### src/rtl/frame_lmfc_align_rx_pkg.sv
// rtl/frame_lmfc_align_rx_pkg.sv - shared constants and types for the RX frame/LMFC alignment block
package frame_lmfc_align_rx_pkg;

    // Width of the frames-per-multiframe-minus-1 encoding (1..32 frames).
    localparam int K_W = 5;

    // 8b/10b control characters, valid only when the octet is flagged as K.
    localparam logic [7:0] K_R = 8'h1C;
    localparam logic [7:0] K_A = 8'h7C;
    localparam logic [7:0] K_F = 8'hFC;

    typedef enum logic [1:0] {
        IDLE      = 2'd0,
        WAIT_ILAS = 2'd1,
        ILAS      = 2'd2,
        DATA      = 2'd3
    } state_e;

endpackage

### src/rtl/frame_lmfc_align_rx_frame_pos_counter.sv
// rtl/frame_lmfc_align_rx_frame_pos_counter.sv - octet/frame position counter with load and wrap at K
//
// Two octets per frame; frame index wraps from i_k back to 0.
// Priority: i_clear > i_load > i_advance.
//   i_k          frames per multiframe minus 1
//   i_clear      force position to (0,0)
//   i_load       set position of the next octet to (i_load_octet, i_load_frame)
//   i_advance    step to the next octet position
//   o_octet_pos  octet index of the octet currently presented
//   o_frame_pos  frame index of the octet currently presented
//   o_next_frame frame index that follows the current one (wrapped)
//   o_mf_last    current octet is the last octet of the multiframe
module frame_pos_counter
    import frame_lmfc_align_rx_pkg::*;
(
    input  logic           clk,
    input  logic           rst,
    input  logic [K_W-1:0] i_k,
    input  logic           i_clear,
    input  logic           i_load,
    input  logic           i_load_octet,
    input  logic [K_W-1:0] i_load_frame,
    input  logic           i_advance,
    output logic           o_octet_pos,
    output logic [K_W-1:0] o_frame_pos,
    output logic [K_W-1:0] o_next_frame,
    output logic           o_mf_last
);

    logic           octet_pos_q;
    logic           octet_pos_d;
    logic [K_W-1:0] frame_pos_q;
    logic [K_W-1:0] frame_pos_d;
    logic [K_W-1:0] next_frame;

    always_comb begin
        next_frame  = (frame_pos_q == i_k) ? '0 : frame_pos_q + K_W'(1);
        octet_pos_d = octet_pos_q;
        frame_pos_d = frame_pos_q;
        if (i_clear) begin
            octet_pos_d = 1'b0;
            frame_pos_d = '0;
        end else if (i_load) begin
            octet_pos_d = i_load_octet;
            frame_pos_d = i_load_frame;
        end else if (i_advance) begin
            octet_pos_d = ~octet_pos_q;
            if (octet_pos_q) begin
                frame_pos_d = next_frame;
            end
        end
    end

    always_ff @(posedge clk or posedge rst) begin
        if (rst) begin
            octet_pos_q <= 1'b0;
            frame_pos_q <= '0;
        end else begin
            octet_pos_q <= octet_pos_d;
            frame_pos_q <= frame_pos_d;
        end
    end

    assign o_octet_pos  = octet_pos_q;
    assign o_frame_pos  = frame_pos_q;
    assign o_next_frame = next_frame;
    assign o_mf_last    = octet_pos_q && (frame_pos_q == i_k);

endmodule

### src/rtl/frame_lmfc_align_rx.sv
// rtl/frame_lmfc_align_rx.sv - receive-side octet/frame/multiframe phase lock and monitor
//
// Locks phase on the ILAS /R/, checks /A/ at each ILAS multiframe end, then
// watches /A/ and /F/ placement in user data and realigns after ERR_THRESH
// consecutive misplacements at the same offset. F = 2 octets per frame.
//   clk, rst       device clock, asynchronous active-high reset
//   i_K            frames per multiframe minus 1
//   i_cgs_done     code group sync achieved; low forces IDLE
//   i_valid        i_data/i_is_k carry an octet
//   i_data,i_is_k  decoded octet and control flag
//   o_frame_clk    pulse the cycle after the first octet of a frame
//   o_lmfc_clk     pulse the cycle after the first octet of a multiframe
//   o_octet_pos    octet index of the octet presented this cycle
//   o_frame_pos    frame index of the octet presented this cycle
//   o_ilas_active  ILAS in progress
//   o_aligned      locked, user data phase
//   o_align_err    pulse on any alignment fault
//   o_realign      pulse when the phase is moved in user data
module frame_lmfc_align_rx
    import frame_lmfc_align_rx_pkg::*;
#(
    parameter int ERR_THRESH = 3,
    parameter int ILAS_MF    = 4
) (
    input  logic           clk,
    input  logic           rst,
    input  logic [K_W-1:0] i_K,
    input  logic           i_cgs_done,
    input  logic           i_valid,
    input  logic [7:0]     i_data,
    input  logic           i_is_k,
    output logic           o_frame_clk,
    output logic           o_lmfc_clk,
    output logic           o_octet_pos,
    output logic [K_W-1:0] o_frame_pos,
    output logic           o_ilas_active,
    output logic           o_aligned,
    output logic           o_align_err,
    output logic           o_realign
);

    localparam int MF_W = (ILAS_MF > 1) ? $clog2(ILAS_MF) : 1;

    state_e            state_q, state_d;
    logic [MF_W-1:0]   mf_cnt_q, mf_cnt_d;
    logic [2:0]        err_cnt_q, err_cnt_d;
    logic              err_is_a_q, err_is_a_d;
    logic              err_oct_q, err_oct_d;
    logic [K_W-1:0]    err_frm_q, err_frm_d;
    logic              frame_clk_q, frame_clk_d;
    logic              lmfc_clk_q, lmfc_clk_d;
    logic              align_err_q, align_err_d;
    logic              realign_q, realign_d;

    logic              ctr_clear, ctr_load, ctr_advance;
    logic              load_octet;
    logic [K_W-1:0]    load_frame;
    logic              octet_pos;
    logic [K_W-1:0]    frame_pos;
    logic [K_W-1:0]    next_frame;
    logic              mf_last;

    logic              is_r, is_a, is_f;
    logic              same_pos;
    logic [2:0]        cnt_next;

    frame_pos_counter u_pos (
        .clk          (clk),
        .rst          (rst),
        .i_k          (i_K),
        .i_clear      (ctr_clear),
        .i_load       (ctr_load),
        .i_load_octet (load_octet),
        .i_load_frame (load_frame),
        .i_advance    (ctr_advance),
        .o_octet_pos  (octet_pos),
        .o_frame_pos  (frame_pos),
        .o_next_frame (next_frame),
        .o_mf_last    (mf_last)
    );

    assign is_r = i_valid && i_is_k && (i_data == K_R);
    assign is_a = i_valid && i_is_k && (i_data == K_A);
    assign is_f = i_valid && i_is_k && (i_data == K_F);

    // A misplaced character repeats the previous one when it is the same kind
    // at the same offset; /F/ offset is within the frame, /A/ within the multiframe.
    assign same_pos = (err_cnt_q != 3'd0) && (err_is_a_q == is_a) &&
                      (err_oct_q == octet_pos) && (!is_a || (err_frm_q == frame_pos));
    assign cnt_next = same_pos ? err_cnt_q + 3'd1 : 3'd1;

    always_comb begin
        state_d     = state_q;
        mf_cnt_d    = mf_cnt_q;
        err_cnt_d   = err_cnt_q;
        err_is_a_d  = err_is_a_q;
        err_oct_d   = err_oct_q;
        err_frm_d   = err_frm_q;
        align_err_d = 1'b0;
        realign_d   = 1'b0;
        ctr_clear   = 1'b0;
        ctr_load    = 1'b0;
        ctr_advance = 1'b0;
        load_octet  = 1'b0;
        load_frame  = '0;

        case (state_q)
            IDLE: begin
                ctr_clear = 1'b1;
                mf_cnt_d  = '0;
                err_cnt_d = 3'd0;
                if (i_cgs_done) begin
                    state_d = WAIT_ILAS;
                end
            end

            WAIT_ILAS: begin
                mf_cnt_d = '0;
                // Counters sit at (0,0) so the /R/ octet is position 0; stepping
                // past it makes the next octet position 1.
                if (is_r) begin
                    ctr_advance = 1'b1;
                    state_d     = ILAS;
                end else begin
                    ctr_clear = 1'b1;
                end
            end

            ILAS: begin
                ctr_advance = i_valid;
                if (i_valid && mf_last) begin
                    if (!is_a) begin
                        align_err_d = 1'b1;
                        state_d     = WAIT_ILAS;
                        ctr_clear   = 1'b1;
                        ctr_advance = 1'b0;
                        mf_cnt_d    = '0;
                    end else if (mf_cnt_q == MF_W'(ILAS_MF - 1)) begin
                        state_d   = DATA;
                        mf_cnt_d  = '0;
                        err_cnt_d = 3'd0;
                    end else begin
                        mf_cnt_d = mf_cnt_q + MF_W'(1);
                    end
                end
            end

            DATA: begin
                ctr_advance = i_valid;
                if (is_a || is_f) begin
                    if ((is_a && mf_last) || (is_f && octet_pos)) begin
                        err_cnt_d = 3'd0;
                    end else begin
                        align_err_d = 1'b1;
                        err_is_a_d  = is_a;
                        err_oct_d   = octet_pos;
                        err_frm_d   = frame_pos;
                        if (cnt_next >= 3'(ERR_THRESH)) begin
                            // This octet becomes the last of its multiframe (/A/)
                            // or of its frame (/F/), so the next octet starts
                            // a new multiframe or the following frame.
                            realign_d   = 1'b1;
                            err_cnt_d   = 3'd0;
                            ctr_load    = 1'b1;
                            load_octet  = 1'b0;
                            load_frame  = is_a ? '0 : next_frame;
                        end else begin
                            err_cnt_d = cnt_next;
                        end
                    end
                end
            end

            default: begin
                state_d   = IDLE;
                ctr_clear = 1'b1;
            end
        endcase

        // Losing code group sync overrides every check in every state.
        if (!i_cgs_done) begin
            state_d     = IDLE;
            ctr_clear   = 1'b1;
            ctr_load    = 1'b0;
            ctr_advance = 1'b0;
            mf_cnt_d    = '0;
            err_cnt_d   = 3'd0;
            align_err_d = 1'b0;
            realign_d   = 1'b0;
        end

        frame_clk_d = i_valid && !octet_pos && ((state_d == ILAS) || (state_d == DATA));
        lmfc_clk_d  = frame_clk_d && (frame_pos == '0);
    end

    always_ff @(posedge clk or posedge rst) begin
        if (rst) begin
            state_q     <= IDLE;
            mf_cnt_q    <= '0;
            err_cnt_q   <= 3'd0;
            err_is_a_q  <= 1'b0;
            err_oct_q   <= 1'b0;
            err_frm_q   <= '0;
            frame_clk_q <= 1'b0;
            lmfc_clk_q  <= 1'b0;
            align_err_q <= 1'b0;
            realign_q   <= 1'b0;
        end else begin
            state_q     <= state_d;
            mf_cnt_q    <= mf_cnt_d;
            err_cnt_q   <= err_cnt_d;
            err_is_a_q  <= err_is_a_d;
            err_oct_q   <= err_oct_d;
            err_frm_q   <= err_frm_d;
            frame_clk_q <= frame_clk_d;
            lmfc_clk_q  <= lmfc_clk_d;
            align_err_q <= align_err_d;
            realign_q   <= realign_d;
        end
    end

    assign o_frame_clk   = frame_clk_q;
    assign o_lmfc_clk    = lmfc_clk_q;
    assign o_octet_pos   = octet_pos;
    assign o_frame_pos   = frame_pos;
    assign o_ilas_active = (state_q == ILAS);
    assign o_aligned     = (state_q == DATA);
    assign o_align_err   = align_err_q;
    assign o_realign     = realign_q;

endmodule

### config.mk
export PLATFORM = sky130hd
export DESIGN_NAME = frame_lmfc_align_rx
export DESIGN_NICKNAME = d
export VERILOG_FILES = /design/src/rtl/frame_lmfc_align_rx_pkg.sv /design/src/rtl/frame_lmfc_align_rx_frame_pos_counter.sv /design/src/rtl/frame_lmfc_align_rx.sv
export SDC_FILE = /design/constraint.sdc
export NUM_CORES = 1
export LEC_CHECK = 0
export ABC_AREA = 1
export BUFFER_PORTS_ARGS = -buffer_cell sky130_fd_sc_hd__buf_2
export CORE_MARGIN = 3
export CORE_UTILIZATION = 52
export CTS_BUF_LIST = sky130_fd_sc_hd__clkbuf_8
export DETAILED_ROUTE_END_ITERATION = 8
export PLACE_DENSITY = 0.78
export SLEW_MARGIN = 20
export SYNTH_ARGS = -nofsm -noshare
export SYNTH_HDL_FRONTEND = slang
export SYNTH_SLANG_ARGS = --single-unit
export TNS_END_PERCENT = 10
### constraint.sdc
create_clock -name clk -period 1.58 [get_ports clk]
set_clock_uncertainty 0.05 [all_clocks]
set_input_delay 0.316 -clock clk [delete_from_list [all_inputs] [get_ports clk]]
set_output_delay 0.316 -clock clk [all_outputs]
set_load 0.01 [all_outputs]
Word-level counts from Yosys, hierarchy flattened
Cells that the tools add are included.
{"block": "op_classes", "addsub": 3, "n_lt_le_gt_ge": 1, "eq_ne": 19, "mux": 52, "bitwise_logic": 2, "reduce_logical": 30}
{"cell": "2-to-1 mux 5 bit", "n": 10}
{"cell": "2-to-1 mux 3 bit", "n": 8}
{"cell": "2-to-1 mux 1 bit", "n": 19}
{"cell": "2-to-1 mux 2 bit", "n": 9}
{"cell": "inequality test 3 x 2 -> 1 bit, second input constant", "n": 5}
{"cell": "logical AND 1 bit", "n": 14}
{"cell": "== test 2 bit, second input constant", "n": 5}
{"cell": "== test 5 bit", "n": 2}
{"cell": "one-hot mux 3 bit (3 select lines)", "n": 1}
{"cell": "nonzero test 3 bit", "n": 3}
{"cell": "== test 8 x 5 -> 1 bit, second input constant", "n": 1}
{"cell": "== test 8 x 7 -> 1 bit, second input constant", "n": 1}
{"cell": "== test 8 bit, second input constant", "n": 1}
{"cell": "one-hot mux 1 bit (3 select lines)", "n": 2}
{"cell": "one-hot mux 2 bit (3 select lines)", "n": 1}
{"cell": "adder 5 x 1 -> 5 bit, second input constant", "n": 1}
{"cell": "logical NOT 5 bit", "n": 1}
{"cell": "AND reduction 5 bit", "n": 1}
{"cell": "logical OR 1 bit", "n": 4}
{"cell": "inequality test 4 x 1 -> 1 bit, second input constant", "n": 1}
{"cell": "one-hot mux 2 bit (2 select lines)", "n": 1}
{"cell": "AND reduction 2 bit", "n": 2}
{"cell": "adder 3 x 1 -> 3 bit, second input constant", "n": 1}
{"cell": "greater-or-equal comparator 3 x 2 -> 1 bit, second input constant", "n": 1}
{"cell": "9 further kinds", "n": 12}
{"block": "word_totals", "ff_bits": 24, "inputBits": 18, "output_inout_bits": 12}

Longest topological paths before layout
Gate-level depths: netlist (run 1).
{"block": "logic_depth", "ltp_word": 15, "depth_mapped": 13}

By module
Synthesis (run 1) repeated with hierarchy kept, for this count alone.
{"block": "hier_totals", "cells_unflattened": 289, "area_unflattened_um2": 1893.1}
{"mod": "frame_lmfc_align_rx", "instances": 1, "cells_each": 199, "area_per_inst_um2": 1378.8}
{"mod": "frame_pos_counter", "instances": 1, "cells_each": 90, "area_per_inst_um2": 514.2}

Least setup slack after synthesis (run 1)
Ideal clock, no wire load.
{"block": "synth_path", "path_type": "register to register", "start": "register u_pos.frame_pos_q[2] (netlist: u_pos.o_frame_pos[2])", "end": "register u_pos.frame_pos_q[0] (netlist: u_pos.o_frame_pos[0])", "setup_ps": 117, "t_arrival_ps": 1639, "setup_slack_ps": -226, "stages_incl_launch_ff": 13, "path_buffers": 1, "path_cell_list": "dfrtp_1 buf_6 xnor2_1 nand3_2 nor2_8 nand3_4 nand3_4 inv_2 and2_4 nor2_8 nand2_4 nand2_1 nand2_1"}
{"block": "synth_between", "elab_chain_cells": 12}
{"element": "start: declaration", "line_no": "frame_lmfc_align_rx_frame_pos_counter.sv:32", "rtl": "logic [K_W-1:0] frame_pos_q;"}
{"element": "start signal: assignment", "line_no": "frame_lmfc_align_rx_frame_pos_counter.sv:60", "rtl": "frame_pos_q <= frame_pos_d;"}
{"element": "== test 5 bit", "line_no": "frame_lmfc_align_rx.sv:89", "rtl": "(err_oct_q == octet_pos) && (!is_a || (err_frm_q == frame_pos));"}
{"element": "logical OR 1 bit", "line_no": "frame_lmfc_align_rx.sv:89"}
{"element": "logical AND 1 bit", "line_no": "frame_lmfc_align_rx.sv:89"}
{"element": "2-to-1 mux 3 bit", "line_no": "frame_lmfc_align_rx.sv:90", "rtl": "assign cnt_next = same_pos ? err_cnt_q + 3'd1 : 3'd1;"}
{"element": "greater-or-equal comparator 3 x 2 -> 1 bit", "line_no": "frame_lmfc_align_rx.sv:158", "rtl": "if (cnt_next >= 3'(ERR_THRESH)) begin"}
{"element": "2-to-1 mux 1 bit", "line_no": "frame_lmfc_align_rx.sv:158"}
{"element": "2-to-1 mux 1 bit (*)", "line_no": "frame_lmfc_align_rx.sv:151", "rtl": "if ((is_a && mf_last) || (is_f && octet_pos)) begin"}
{"element": "2-to-1 mux 1 bit (*)", "line_no": "frame_lmfc_align_rx.sv:150", "rtl": "if (is_a || is_f) begin"}
{"element": "2-to-1 mux 1 bit (*)", "line_no": "frame_lmfc_align_rx.sv:107", "rtl": "case (state_q)"}
{"element": "2-to-1 mux 1 bit (*)", "line_no": "frame_lmfc_align_rx.sv:181", "rtl": "if (!i_cgs_done) begin"}
{"element": "named net ctr_load", "line_no": "frame_lmfc_align_rx.sv:55", "rtl": "logic ctr_clear, ctr_load, ctr_advance;"}
{"element": "nonzero test 3 bit (no source line) or 2-to-1 mux 5 bit (tied branches)"}
{"element": "AND reduction 2 bit (no source line) or 2-to-1 mux 5 bit (tied branches)"}
Mark *: on every way through the listed nets, which the timed path passes. The rest lies on a longest branch. The select of a mux whose other input is x is not followed.
A chain may end at the register's enable or synchronous reset.

Worst setup path after layout (run 1)
{"block": "layout_path", "start": "register u_pos.frame_pos_q[2] (netlist: u_pos.o_frame_pos[2])", "end": "register u_pos.frame_pos_q[3] (netlist: u_pos.o_frame_pos[3])"}
{"block": "layout_between", "elab_chain_cells": 12}
{"element": "== test 5 bit", "line_no": "frame_lmfc_align_rx.sv:89"}
{"element": "logical OR 1 bit", "line_no": "frame_lmfc_align_rx.sv:89"}
{"element": "logical AND 1 bit", "line_no": "frame_lmfc_align_rx.sv:89"}
{"element": "2-to-1 mux 3 bit", "line_no": "frame_lmfc_align_rx.sv:90"}
{"element": "greater-or-equal comparator 3 x 2 -> 1 bit", "line_no": "frame_lmfc_align_rx.sv:158"}
{"element": "2-to-1 mux 1 bit", "line_no": "frame_lmfc_align_rx.sv:158"}
{"element": "2-to-1 mux 1 bit", "line_no": "frame_lmfc_align_rx.sv:151"}
{"element": "2-to-1 mux 1 bit", "line_no": "frame_lmfc_align_rx.sv:150"}
{"element": "2-to-1 mux 1 bit", "line_no": "frame_lmfc_align_rx.sv:107"}
{"element": "2-to-1 mux 1 bit", "line_no": "frame_lmfc_align_rx.sv:181"}
{"element": "nonzero test 3 bit (no source line) or 2-to-1 mux 5 bit (tied branches)"}
{"element": "AND reduction 2 bit (no source line) or 2-to-1 mux 5 bit (tied branches)"}
Parallel ways exist; a longest one is shown, timed or not. The select of a mux whose other input is x is not followed.

==> run_results.csv, run 1 <==
group,metric,value,unit
power,power_density,512,nW/um^2
sta,fin_ws,-222,ps
routing,drtAntennaViolNets,0,
yosys,yosysTopAreaCell,"dfrtp_1",
power,peakVddDrop,0.000565,V
yosys,ys_seq_elements,24,
final_layout,syn_to_final_growth,36.0,%
clocking,cts_buffers,3,
yosys,synth_compound_area_share,9.42,%
final_layout,drive_gt1_share,36.2,%
clocking,clkSinkCount,24,
routing,wl_per_cell,12.2,microns
sta,fmax,555,MHz
sta,fin_tns_setup,-2020,ps
sta,worstMarginPinSlew,315,ps
floorplanning,die_h,64.3,microns
yosys,yosys.area_share.xor_xnor,2.97,%
yosys,yosysWarnings,0,
routing,vias_per_cell,5.02,
yosys,syn-cell-area,1770,sq um
floorplanning,initial_core_util,56.0,%
outcome,violations,"setup timing",
worst_setup_path,crit_fanout,7,
yosys,netlist_instances,238,
global_route,grt_remaining_overflow,0,
worst_setup_path,critPathLaunchType,"flop",
routing,firstDrtPassIters,4,
clocking,cts-root-buf,"clkbuf_8",
placed_design,hpwl,3270,microns
power,power_leakage,1.26,nW
yosys,synth-simple-area-share,36.8,%
sta,setup_violations,17,
outcome,status,"finished with violations",
sta,final.min_clock_period,1800,ps
final_layout,final_common_cell,"nand2_1",
final_layout,antenna_cells,0,
routing,vias,1786,
routing,drt_wl_total,4340,microns
global_route,antenna_found_initial,0,
sta,period_share,114,%
yosys,synthDistinctLibCells,32,
placed_design,globalplace.congestion,0.828,
sta,rsz0062_at_grt,"true",
routing,drcViolationCount,0,
yosys,synth_top_area_share,34.0,%
clocking,htreeDepth,1,
worst_setup_path,arrival,1920,ps
yosys,muxShareOfSynthArea,0,%
sta,drv_slew,0,
clocking,cts_hold_buffers,0,
sta,finalHoldViolCount,0,
worst_setup_path,criticalPathCategory,"flop to flop",
floorplanning,coreArea,3150,sq um
flow_run,drv_cap,0,
worst_hold_path,worstHoldPathType,"input port to asynchronous set/reset pin",
floorplanning,dieWidth,64.3,microns
worst_setup_path,cp-end-kind,"flop",
floorplanning,ios,30,
floorplanning,dieArea,4130,sq um
global_route,grt_max_degree,25,
global_route,grt_util_all_layers,22.1,%
final_layout,final_area,2400,sq um
clocking,path_clk_slew,90,ps
yosys,synth_top_family_by_area,"simple AND/OR/NAND/NOR gates",
floorplanning,num_rows,20,
placed_design,dpl_cell_area,2240,sq um
global_route,grt_pass1_vias,1636,
routing,dr.first_iter.drc_count,94,
placed_design,port_buffers,29,
worst_setup_path,required,1700,ps
final_layout,final_cell_mix,"nand2_1, buf_4, inv_1",
placed_design,pre_cts_slack,-278,ps
yosys,synth_fa_ha_area_share,7.08,%
yosys,seq_area_frac_synth,34.0,%
global_route,grt_pass1_wl,7210,microns
sta,max_slew_margin,79.0,%
yosys,synth.area.top_cells,"dfrtp_1, nand2_1, inv_1",
yosys,synth_area_per_cell,7.42,sq um
final_layout,finalNetCount,341,
clocking,cts_tree,"yes",
clocking,clk_latency,270,ps
clocking,clk_path_buf_depth,2,
yosys,postSynthNetCount,266,
-- power breakdown --
| group | leakage [nW] | internal, mW | switching (mW) | total [mW] |
|---|---|---|---|---|
| sequential | 0.332 | 0.618 | 0.00424 | 0.622 |
| clock | 0.0288 | 0.223 | 0.198 | 0.420 |
| combinational | 0.896 | 0.0830 | 0.106 | 0.189 |
| total | 1.26 | 0.924 | 0.308 | 1.23 |
-- repair_timing --
action,4_1_cts,5_1_grt
pin swaps,1,4
buffers inserted,2,2
endpoints found under the setup margin,19,25
gates resized for setup,8,15
-- kinds of logic after synthesis --
group | Yosys count
simple gates | 125
buf+inv | 44
compound gates | 29
flops | 24
fa+ha+maj | 10
xor+xnor | 6
-- final timing paths --
| check | start | endpoint | slack [ps] | cells past startpoint |
|---|---|---|---|---|
| setup / recovery | u_pos.o_frame_pos[2]$_DFFE_PP0P_ | u_pos.o_frame_pos[3]$_DFFE_PP0P_ | -220 | 12 |
| hold / removal | rst | err_frm_q[3]$_DFFE_PP0P_ | 30 | 3 |
| setup reg to reg | u_pos.o_frame_pos[2]$_DFFE_PP0P_ | u_pos.o_frame_pos[3]$_DFFE_PP0P_ | -220 | 12 |
| hold reg to reg | err_frm_q[4]$_DFFE_PP0P_ | err_frm_q[4]$_DFFE_PP0P_ | 440 | 2 |
| max in group asynchronous | rst | u_pos.o_frame_pos[0]$_DFFE_PP0P_ | 1190 | 3 |
| min in group clk | i_cgs_done | o_align_err$_DFF_PP0_ | 420 | 3 |
-- per-stage QoR --
stage | total power, mW | std cells | util, % | hold WS, ps
final | 1.23 | 356 | 76.2 | 30.1
after global routing | 1.28 | 356 | 76.2 | 49.6
after CTS | 1.23 | 354 | 74.3 | 39.1
after detailed placement | 0.810 | 348 | 71.2 | 333
after global placement | 0.806 | 348 | 71.2 | 326
after floorplan | 0.726 | 238 | - | 281
-- worst max-delay path: stages (launching register included) --
cell and delay, ps:
dfrtp_1 440, buf_6 170, xor2_2 130, nor2_1 100
nand3_1 110, nand2_1 100, nand2_2 60, nor2_2 110
nand3_1 120, nand2_2 120, nor2_1 60, nand2_1 70
nand2_1 50
-- registers in the layout, indices dropped and copies added (netlist names), 2 cells and up --
signal	cells
err_cnt_q	3
mf_cnt_q	2
state_q	2
u_pos.o_frame_pos	5
err_frm_q	5
-- final cells by class --
cell class,count,area (sq um)
clock buffer,4,55.1
fill,249,749
inverter,42,158
multi-input combinational,170,1060
sequential,24,602
tap,44,55.1
timing repair buffer,72,472
-- synth_stat cells --
master,instances
xnor2_1,3
nor2_2,5
nor2_8,2
a31oi_1,1
and2_4,1
or2_0,1
nand3_1,19
ha_1,10
nand4_2,1
clkinv_1,1
xor2_1,3
o211ai_1,1
nand4_1,5
nand4_4,1
nand3_4,2
nand2_1,59
clkbuf_1,1
dfrtp_1,24
o21ai_0,17
nand2_4,1
buf_6,1
nand3b_1,1
o31ai_1,1
nor2_1,20
a21oi_1,7
inv_1,38
o2111ai_1,1
nand2_2,2
a21oi_4,1
nor3_1,2
inv_2,3
nand3_2,3
-- routing by layer --
layer | track usage, % | routed length [microns]
met1 | 29.5 | 2010
met3 | 3.16 | 146
met5 | 0 | 0
met4 | 4.75 | 44
met2 | 37.8 | 2140
No activity file was read; power rests on OpenSTA's default activity.
==> inputs of run 2 (changes only) <==
--- a/config.mk
+++ b/config.mk
@@ -11,7 +11,7 @@
 export CORE_UTILIZATION = 52
 export CTS_BUF_LIST = sky130_fd_sc_hd__clkbuf_8
 export DETAILED_ROUTE_END_ITERATION = 8
-export PLACE_DENSITY = 0.78
+export PLACE_DENSITY_LB_ADDON = 0.12
 export SLEW_MARGIN = 20
 export SYNTH_ARGS = -nofsm -noshare
 export SYNTH_HDL_FRONTEND = slang
==> run_results.csv, run 2 (same netlist as run 1, synthesis figures left out) <==
group,metric,value,unit
global_route,grt_pass1_wl,7140,microns
routing,vias,1750,
sta,hold_slack,23.8,ps
worst_setup_path,slowest_delay,430,ps
worst_setup_path,crit_slowest_cell,"dfrtp_1",
floorplanning,ios,30,
worst_setup_path,r2r_start,"u_pos.o_frame_pos[3]$_DFFE_PP0P_",
routing,drtAntennaViolNets,0,
worst_setup_path,crit_path_start,"u_pos.o_frame_pos[3]$_DFFE_PP0P_",
worst_setup_path,arrival,1930,ps
sta,final.min_clock_period,1820,ps
sta,period_share,115,%
clocking,clk_path_buf_depth,2,
worst_setup_path,reg2reg_depth,13,
final_layout,final_cell_mix,"nand2_1, buf_4, inv_1",
clocking,clkSinkCount,24,
global_route,grtUsageMet1,30.8,%
power,power_leakage,1.29,nW
sta,drv_slew,0,
clocking,cts_hold_buffers,0,
final_layout,utilization,78.5,%
global_route,gr-usage-met2,35.4,%
outcome,status,"finished with violations",
final_layout,multiInputGateArea,1070,sq um
power,power_density,554,nW/um^2
power,internal_power,1.05,mW
global_route,antenna_found_initial,0,
global_route,grt.busiest_layer,"met2",
floorplanning,coreArea,3150,sq um
worst_setup_path,critPathCapture,"u_pos.o_frame_pos[3]$_DFFE_PP0P_",
final_layout,final_common_cell,"nand2_1",
outcome,violations,"setup timing",
sta,worstMarginPinSlew,325,ps
final_layout,final_area,2470,sq um
clocking,cts-root-buf,"clkbuf_8",
worst_setup_path,cp_cell_sequence,"inv_2, nand2_1, nand2_1, nand3_2, nor2_8, nand3_4, nand3_4, inv_2, and2_4, nor2_8, nand2_4, nand2_1, nand2_1",
worst_setup_path,r2r_end,"u_pos.o_frame_pos[3]$_DFFE_PP0P_",
global_route,grt_remaining_overflow,0,
final_layout,n_fill_cell,247,
floorplanning,dieArea,4130,sq um
floorplanning,initial_core_util,56.0,%
clocking,clk_latency,270,ps
power,combPwrFrac,14.5,%
worst_setup_path,cp-end-kind,"flop",
sta,finalHoldViolCount,0,
global_route,grt_max_degree,25,
routing,wl_per_cell,12.0,microns
global_route,grt_pass1_vias,1634,
floorplanning,dieWidth,64.3,microns
clocking,htreeDepth,1,
routing,vias_per_cell,4.85,
placed_design,hpwl,3350,microns
power,clkPwrFrac,40.2,%
final_layout,final_cells,361,
sta,max_slew_margin,78.2,%
worst_setup_path,r2r_setup_slack,-240,ps
sta,fin_ws,-236,ps
sta,fin_tns_setup,-2060,ps
worst_hold_path,worstHoldPathType,"input port to asynchronous set/reset pin",
routing,drt_wl_total,4330,microns
floorplanning,die_h,64.3,microns
placed_design,dp_cells,351,
final_layout,drive_gt1_share,40.1,%
worst_setup_path,criticalPathCategory,"flop to flop",
power,seqPwrFrac,45.3,%
worst_setup_path,required,1700,ps
power,switchingPower,326,uW
power,swShare,23.7,%
sta,rsz0062_at_grt,"true",
placed_design,dpl_cell_area,2270,sq um
worst_setup_path,critPathLaunchType,"flop",
worst_setup_path,cpMostUsedCell,"nand2_1",
routing,dr.first_iter.drc_count,114,
routing,firstDrtPassIters,4,
clocking,path_clk_slew,90,ps
power,peakVddDrop,0.000343,V
floorplanning,num_rows,20,
placed_design,globalplace.congestion,0.822,
placed_design,port_buffers,29,
final_layout,syn_to_final_growth,40.0,%
worst_setup_path,crit_fanout,6,
flow_run,drv_cap,0,
global_route,grt_util_all_layers,21.8,%
routing,drcViolationCount,0,
clocking,cts_buffers,3,
global_route,grtUsageMet3,2.11,%
sta,setup_violations,18,
final_layout,antenna_cells,0,
clocking,cts_tree,"yes",
final_layout,regArea,601,sq um
final_layout,finalNetCount,346,
sta,fmax,551,MHz
## run 2: cell count changes in the layout (fill, tap and decap cells not counted), sizes merged
cell,before,now
buf,72,77
bufinv,0,1
clkbuf,4,3
## run 2: metal layers
| layer | up-vias | part of all wire [%] |
|---|---|---|
| met2 | 43 | 46 |
| met5 | - | 0 |
| met1 | 791 | 50 |
| li1 | 912 | - |
| met3 | 4 | 3.2 |
| met4 | 0 | 1.2 |
## run 2: worst max-delay path, delay by kind of cell (launching register included)
kind | cells | cell delay (ps)
buffers and inverters | 2 | 120
flip-flops | 1 | 430
AND/OR/NAND/NOR | 11 | 1120
## run 2: repair_timing
item                       CTS  global route
setup buffers                0             6
resized for setup           12            22
setup endpoints to repair   17            25
pin swaps                    3            16
## run 2: metrics by stage
stage	setup slack, ps	total power [mW]
after floorplan	-226	0.726
after global placement	-216	0.811
after detailed placement	-271	0.816
after CTS	-183	1.37
after global routing	-339	1.42
final	-236	1.37
## run 2: power groups by stage
stage               Clock (mW)  Sequential [mW]  Combinational, mW
floorplan                    0            0.637             0.0897
global placement             0            0.634              0.177
detailed placement           0            0.635              0.182
CTS                      0.558            0.622              0.186
global route             0.575            0.622              0.220
finish                   0.551            0.622              0.199
## run 2: area by class of cell
class	instances	area share (%)
Multi-Input combinational cell	170	43.3
Timing Repair Buffer	77	20.9
Sequential cell	24	24.3
Clock buffer	3	1.67
Inverter	42	6.37
Tap cell	44	2.23
Clock inverter	1	1.21
## run 2: how the worst min path moves through the flow
stage,to,depth (start not counted),slack [ps],from
global placement,err_frm_q[0]$_DFFE_PP0P_,3,320,rst
finish,err_frm_q[0]$_DFFE_PP0P_,3,20,rst
global route,err_frm_q[0]$_DFFE_PP0P_,3,50,rst
detailed placement,err_frm_q[0]$_DFFE_PP0P_,3,330,rst
CTS,err_cnt_q[2]$_DFFE_PP0P_,3,40,rst
floorplan,err_cnt_q[0]$_DFFE_PP0P_,1,280,rst
